File: src/rtl/score_seg7_scanner.sv
// Time-multiplexed 4-digit common-anode 7-segment scanner for the packed-BCD score.
// Frame-synchronous shadow capture, leading-zero blanking, dash for invalid digits, blink mode.
module score_seg7_scanner #(
  parameter int unsigned REFRESH_DIV   = 100000,
  parameter int unsigned BLANK_LEADING = 1,
  parameter int unsigned BLINK_FRAMES  = 64
) (
  input  logic        clk,
  input  logic        rst,
  input  logic [15:0] bcd,
  input  logic        blink_en,
  output logic [3:0]  an,
  output logic [6:0]  seg,
  output logic        dp,
  output logic        frame_tick
);

  localparam int unsigned PW = $clog2(REFRESH_DIV);
  localparam int unsigned FW = (BLINK_FRAMES > 1) ? $clog2(BLINK_FRAMES) : 1;

  logic [PW-1:0] presc_q, presc_d;
  logic [1:0]    idx_q, idx_d;
  logic [15:0]   shadow_q, shadow_d;
  logic [FW-1:0] fcnt_q, fcnt_d;
  logic          hidden_q, hidden_d;
  logic          frame_tick_q, frame_tick_d;
  logic [3:0]    an_q, an_d;
  logic [6:0]    seg_q, seg_d;

  logic          slot_tick_c;
  logic          frame_end_c;
  logic [3:0]    digit_c;
  logic          lead_blank_c;
  logic          dark_c;
  logic [3:0]    zero_c;

  // Active-low {g,f,e,d,c,b,a}; anything above 9 renders as a dash.
  function automatic logic [6:0] encode(input logic [3:0] d);
    logic [6:0] s;
    case (d)
      4'd0:    s = 7'h40;
      4'd1:    s = 7'h79;
      4'd2:    s = 7'h24;
      4'd3:    s = 7'h30;
      4'd4:    s = 7'h19;
      4'd5:    s = 7'h12;
      4'd6:    s = 7'h02;
      4'd7:    s = 7'h78;
      4'd8:    s = 7'h00;
      4'd9:    s = 7'h10;
      default: s = 7'h3F;
    endcase
    return s;
  endfunction

  always_ff @(posedge clk or posedge rst) begin
    if (rst) begin
      presc_q      <= '0;
      idx_q        <= 2'd0;
      shadow_q     <= 16'h0000;
      fcnt_q       <= '0;
      hidden_q     <= 1'b0;
      frame_tick_q <= 1'b0;
      an_q         <= 4'hF;
      seg_q        <= 7'h7F;
    end else begin
      presc_q      <= presc_d;
      idx_q        <= idx_d;
      shadow_q     <= shadow_d;
      fcnt_q       <= fcnt_d;
      hidden_q     <= hidden_d;
      frame_tick_q <= frame_tick_d;
      an_q         <= an_d;
      seg_q        <= seg_d;
    end
  end

  always_comb begin
    presc_d      = presc_q;
    idx_d        = idx_q;
    shadow_d     = shadow_q;
    fcnt_d       = fcnt_q;
    hidden_d     = hidden_q;
    frame_tick_d = 1'b0;
    an_d         = 4'hF;
    seg_d        = 7'h7F;
    digit_c      = 4'h0;
    lead_blank_c = 1'b0;

    slot_tick_c = (presc_q == PW'(REFRESH_DIV - 1));
    frame_end_c = slot_tick_c && (idx_q == 2'd3);

    presc_d = slot_tick_c ? '0 : presc_q + PW'(1);
    if (slot_tick_c) idx_d = idx_q + 2'd1;
    frame_tick_d = frame_end_c;
    if (frame_end_c) shadow_d = bcd;

    // Phase flips on the same edge the new frame starts so a frame is never half lit.
    if (!blink_en) begin
      fcnt_d   = '0;
      hidden_d = 1'b0;
    end else if (frame_end_c) begin
      if (fcnt_q == FW'(BLINK_FRAMES - 1)) begin
        fcnt_d   = '0;
        hidden_d = ~hidden_q;
      end else begin
        fcnt_d = fcnt_q + FW'(1);
      end
    end

    zero_c[0] = (shadow_q[3:0]   == 4'h0);
    zero_c[1] = (shadow_q[7:4]   == 4'h0);
    zero_c[2] = (shadow_q[11:8]  == 4'h0);
    zero_c[3] = (shadow_q[15:12] == 4'h0);

    case (idx_q)
      2'd0: begin
        digit_c      = shadow_q[3:0];
        lead_blank_c = 1'b0;
      end
      2'd1: begin
        digit_c      = shadow_q[7:4];
        lead_blank_c = zero_c[3] & zero_c[2] & zero_c[1];
      end
      2'd2: begin
        digit_c      = shadow_q[11:8];
        lead_blank_c = zero_c[3] & zero_c[2];
      end
      default: begin
        digit_c      = shadow_q[15:12];
        lead_blank_c = zero_c[3];
      end
    endcase

    // Gating hidden with blink_en lets the display return the clock after blink_en drops.
    dark_c = (hidden_q & blink_en) | ((BLANK_LEADING != 0) & lead_blank_c);
    if (!dark_c) begin
      an_d  = ~(4'b0001 << idx_q);
      seg_d = encode(digit_c);
    end
  end

  assign an         = an_q;
  assign seg        = seg_q;
  assign dp         = 1'b1;
  assign frame_tick = frame_tick_q;

endmodule

File: config.mk
export PLATFORM = sky130hd
export DESIGN_NAME = score_seg7_scanner
export DESIGN_NICKNAME = d
export VERILOG_FILES = /design/src/rtl/score_seg7_scanner.sv
export SDC_FILE = /design/constraint.sdc
export NUM_CORES = 1
export LEC_CHECK = 0
export ABC_AREA = 1
export CAP_MARGIN = 40
export CORE_UTILIZATION = 50
export DETAILED_ROUTE_END_ITERATION = 8
export PLACE_DENSITY = 0.72
export SYNTH_ARGS = -nofsm -noshare
export SYNTH_HDL_FRONTEND = slang
export SYNTH_SLANG_ARGS = --single-unit
File: constraint.sdc
create_clock -name clk -period 2 [get_ports clk]
set_input_delay 0.6 -clock clk [delete_from_list [all_inputs] [get_ports clk]]
set_output_delay 0.6 -clock clk [all_outputs]
set_load 0.01 [all_outputs]
== Yosys cells after proc, flatten, opt, wreduce, memory -nomap -nowiden ==
Memory sizes are Yosys's and may differ from the RTL's.
Cells that the tools add are included.
W data, S select, Z words.

* Logic and storage cells: 43
* Memories kept: 1
* Bits in registers: 54
* Memory bits (read-only): 112
* Bits of input ports: 19
* Output and inout bits: 13

{| class="wikitable"
|+ Memories
! name !! words !! width !! rd ports !! clocked after memory_dff !! write ports !! RTL line !! RTL
|-
| (name not given) || 16 || 7 || 1 || 0 || 0 || 40 || <nowiki>case (d)</nowiki>
|}

* Bitwise operators: 6
* Shift operators: 1
* Eq/ne operators: 7
* Add/subtract/negate cells: 3
* Multiplexer cells: 11
* Reductions and logical operators: 6

{| class="wikitable"
|+ Operator list
! operator !! number
|-
| $mux W6 || 3
|-
| $add A17 B1 Y17 const B || 1
|-
| $eq A17 B17 Y1 const B || 1
|-
| $mux W17 || 1
|-
| $logic_not A4 Y1 || 3
|-
| $pmux W4 S3 || 1
|-
| $mux W7 || 1
|-
| $add A6 B1 Y6 const B || 1
|-
| $eq A6 B6 Y1 const B || 1
|-
| $eq A2 B2 Y1 const B || 2
|-
| $mux W4 || 1
|-
| $ne A2 B1 Y1 const B || 2
|-
| $not A4 Y4 || 1
|-
| $shl A1 B2 Y4 const A || 1
|-
| $and A1 B1 Y1 || 3
|-
| $mux W1 || 3
|-
| $pmux W1 S3 || 1
|-
| $add A2 B1 Y2 const B || 1
|-
| $eq A2 B1 Y1 const B || 1
|-
| $logic_not A2 Y1 || 1
|-
| $reduce_and A2 Y1 || 1
|-
| $logic_and A1 B1 Y1 || 1
|-
| $not A1 Y1 || 1
|-
| $or A1 B1 Y1 || 1
|}

== Longest topological paths before layout ==
Gate-level depths: netlist of run 1.

* Word-level depth: 6
* Mapped depth: 12
* Depth with buffers taken out: 12

== Least setup slack after synthesis of run 1 ==
OpenSTA, ideal clock, no wires.

* Kind: register to register
* Start point: register idx_q[0]
* End point: register seg_q[3], in the netlist seg[3]
* Data required time: 1.939 ns
* Path slack: -0.005 ns
* Data arrival time: 1.944 ns
* Buffers on the path: 0
* Clock period less this slack: 2.005 ns
* Library setup time: 0.061 ns
* Stages on the path, launching flop included: 13
* Cells stage by stage: dfrtp_1 > inv_1 > ha_1 > nand2_1 > nand2_1 > nor2_1 > a21oi_1 > inv_1 > ha_1 > or2_2 > nand2_1 > nand2_1 > nand2_1

* Longest elaborated chain between the ends: 4
* Elaborated cells on any way between the ends: 8
* Classes of those cells: 2 x eq/ne; 3 x mux; 1 x bitwise; 1 x reduce/logical; 1 x memory

{| class="wikitable"
|+ RTL lines
! element !! RTL line !! RTL
|-
| from (decl) || 22 || <nowiki>logic [1:0] idx_q, idx_d;</nowiki>
|-
| from (signal assigned) || 68 || <nowiki>idx_q <= idx_d;</nowiki>
|-
| $eq A2 B2 Y1 (tied with other cells) || 116 || <nowiki>case (idx_q)</nowiki>
|-
| $pmux W4 S3 or $pmux W1 S3 (tied branches) || 116 ||
|-
| $mem_v2 Z16 W7 or $or A1 B1 Y1 (tied branches) || - ||
|-
| $mux W7 (*) || 137 || <nowiki>if (!dark_c) begin</nowiki>
|-
| via seg_d[3] || 28 || <nowiki>logic [6:0] seg_q, seg_d;</nowiki>
|-
| to (signal assigned) || 74 || <nowiki>seg_q <= seg_d;</nowiki>
|-
| to (decl) || 28 ||
|}

The timed path passes the listed nets; every way through them passes the cells marked *.
A chain may end at the register's enable or synchronous reset.

== Worst setup path in the final report of run 1 ==
* Start point: register seg_q[4], in the netlist seg[4]
* End point: output seg[4]

{| class="wikitable"
|+ RTL lines
! element !! RTL line !! RTL
|-
| to (decl) || 13 || <nowiki>output logic [6:0] seg,</nowiki>
|}

No word-level cell between the ends.

==> flow_metrics.tcl, run 1 <==
set metrics [dict create \
    outcome "completed" \
    leakagePower_nw 1.643 \
    cts_sinks 54 \
    crit_chain "clkdlybuf4s50_1" \
    viasPerCell 4.903 \
    reg2reg_depth 9 \
    gp_congestion 0.8444 \
    hpwl_um 3961 \
    synth_fp_nets 378 \
    start_util_pct 53.13 \
    setup_viol 0 \
    slowest_stage "dfstp_2" \
    rsz0062_at_grt "true" \
    die_width_um 76.37 \
    synth_common_cells "121 x nand2_1, 43 x dfrtp_1, 42 x inv_1" \
    holdCritStartpoint "presc_q[0]$_DFF_PP0_" \
    post-route-period-util_pct 97.68 \
    diodes 0 \
    endpoint_kind "primary output" \
    start_kind "flop" \
    clk_pin_slew_ns 0.09 \
    arrival_ns 1.35 \
    synth_largest_area_cell "dfrtp_1" \
    synth_ff_type "dfrtp_1" \
    reg2reg_from "idx_q[0]$_DFFE_PP0N_" \
    synth_top_area_share_pct 38.91 \
    busiest_layer "met2" \
    crit_buf_inv 1 \
    ys_ff_latch 54 \
    grt_pass1_vias 2171 \
    hold_path_class "flop to flop" \
    dp.cells 452 \
    setup_ws_ns 0.04640 \
    gr-total-overflow 0 \
    dr.pass1.iters 4 \
    cts_buffer_depth 2 \
    finalWirelength_um 5348 \
    cts_root_buffer "clkbuf_8" \
    drive_above_1_share_pct 14.97 \
    grt_pass1_wl_um 9563 \
    syn-cell-area_mm2 0.002765 \
    synthDistinctLibCells 29 \
    drc 0 \
    nets 422 \
    pin_count 32 \
    htree_levels 2 \
    slew_viol_final 0 \
    nFillCells 463 \
    min_period_ns 1.954 \
    hold_violations 0 \
    path_max_fanout 1 \
    syn_area_per_cell_um2 7.923 \
    die_h_um 76.37 \
    min_path_cells 1 \
    pwr_density_cell_mw_per_mm2 533.6 \
    die_area_mm2 0.005832 \
    cts_buffers 5 \
    clk_latency_ns 0.31 \
    grt.met3_usage_pct 4.671 \
    worst_ir_drop_vdd_v 0.0003227 \
    critPathLaunch "seg[4]$_DFF_PP1_" \
    yosysSeqAreaShare_pct 49.37 \
    crit_type "flop to primary output" \
    cts_hold_buf 0 \
    critPathMaxStageDelay_ns 0.53 \
    yosys_warnings 0 \
    vias 2275 \
    drtIter0Drc 127 \
    grtUsageTotal_pct 20.76 \
    grt_use_met1_pct 26.55 \
    coreArea_mm2 0.005205 \
    fin_skew_ns 0.004691 \
    path_depth 1 \
    grt_max_degree 39 \
    stdcell_count 464 \
    synth_edf_count 0 \
    netlist_instances 349 \
    avgRoutedWirePerCell_um 11.53 \
    antenna_found_initial 0 \
    place_ws_ns 0.01321 \
    rows 26 \
    fmax_mhz 511.9 \
    synthArstFlopShare_pct 100.0 \
    yosysMostFrequentCell "nand2_1" \
    area_growth_pct 22.13 \
    port-buffer-count 30 \
    maxCapViolCount 0 \
    drt.antenna.violating_nets 0 \
    use_met2_pct 34.50 \
    tritoncts "done" \
    synthTopCellsByArea "dfrtp_1 39%, nand2_1 16%, dfstp_2 10%, inv_1 5.7%, ha_1 4.5%" \
    critPathTopFamily "flip-flops" \
    required_ns 1.40 \
]
[cell type report]
| type | instances | area (µm²) | area share [%] |
|---|---|---|---|
| repair buffers | 42 | 410.4 | 12.15 |
| clock inverters | 2 | 12.51 | 0.3705 |
| well taps | 70 | 87.58 | 2.594 |
| inverters | 46 | 173.9 | 5.150 |
| clock buffers | 6 | 82.58 | 2.445 |
| multi-input cells | 244 | 1244 | 36.83 |
| flip-flops and latches | 54 | 1366 | 40.46 |
[worst paths after layout]
path | endpoint | slack (ns)
worst max-delay path | seg[4] | 0.05
worst min-delay path | presc_q[0]$_DFF_PP0_ | 0.47
worst max register to register | seg[3]$_DFF_PP1_ | 0.11
worst min register to register | presc_q[0]$_DFF_PP0_ | 0.47
max in group asynchronous | an[0]$_DFF_PP1_ | 1.12
min in group asynchronous | fcnt_q[0]$_DFFE_PP0P_ | 0.62
[registers in the layout (all words and copies together) (netlist names)]
name / count
frame_tick: 1
hidden_q: 1
seg: 7
an: 4
idx_q: 2
fcnt_q: 6
presc_q: 17
shadow_q: 16
[report_power, final]
group	switching, mW	internal, mW
sequential	0.00185	1.09
combinational	0.0356	0.0390
clock	0.352	0.279
[cells by family (layout without fill, tap and decap cells)]
group	after synthesis	in the layout	synth area share [%]
AOI/OAI and AO/OA	29	29	5.385
xor gates and xnor gates	11	11	3.484
adders and majority gates	10	10	4.525
buffers and inverters	51	96	7.782
DFF	54	54	49.37
other	1	1	0.1356
and+or+nand+nor	193	193	29.32
[repair_timing]
item / in CTS / in global routing
buffers inserted: 0 / 4
gates resized for setup: 1 / 16
endpoints found under the setup margin: 1 / 9
pin swaps: 0 / 3
[per-stage QoR]
| stage | setup TNS (ns) | total power [mW] | hold slack [ns] | area, µm² | utilization [%] |
|---|---|---|---|---|---|
| final | 0 | 1.802 | 0.4715 | 3377 | 64.88 |
| after global routing | -0.02933 | 1.882 | 0.5033 | 3377 | 64.88 |
| after CTS | 0 | 1.829 | 0.4817 | 3289 | 63.20 |
| after detailed placement | 0 | 1.193 | 0.4693 | 3188 | 61.25 |
| after global placement | 0 | 1.193 | 0.4524 | 3188 | 61.25 |
| after floorplan | 0 | 1.145 | 0.4329 | 2769 | - |
[cell usage in the layout (no fill, tap or decap), types with 2 or more instances in the layout]
cell type        instances
nand2_1                120
dfrtp_1                 42
inv_1                   38
nor2_1                  29
clkdlybuf4s50_1         27
nand3_1                 21
o21ai_0                 16
dfstp_2                 11
buf_4                   11
xor2_1                  10
inv_2                    7
a21oi_1                  7
ha_1                     6
clkbuf_8                 6
nor2_2                   4
or2_2                    4
nand4_1                  3
nand2_2                  3
nand3b_1                 3
ha_4                     3
dlymetal6s2s_1           3
clkinv_2                 2
o21ai_1                  2
a21oi_2                  2
nor3_1                   2
nor4_1                   2
[metal layers]
metal / wire, µm / vias to the layer above
li1: - / 1165
met1: 2527 / 1056
met2: 2501 / 44
met3: 238 / 10
met4: 80 / 0
met5: 0 / -
(Power assumes the default switching activity.)
==> inputs of run 2 (changes only) <==
--- a/config.mk
+++ b/config.mk
@@ -9,6 +9,7 @@
 export CAP_MARGIN = 40
 export CORE_UTILIZATION = 50
 export DETAILED_ROUTE_END_ITERATION = 8
+export HOLD_SLACK_MARGIN = 0.03
 export PLACE_DENSITY = 0.72
 export SYNTH_ARGS = -nofsm -noshare
 export SYNTH_HDL_FRONTEND = slang
==> results of run 2 <==
Same layout as run 1: the final DEF is identical, and so are final timing and power.
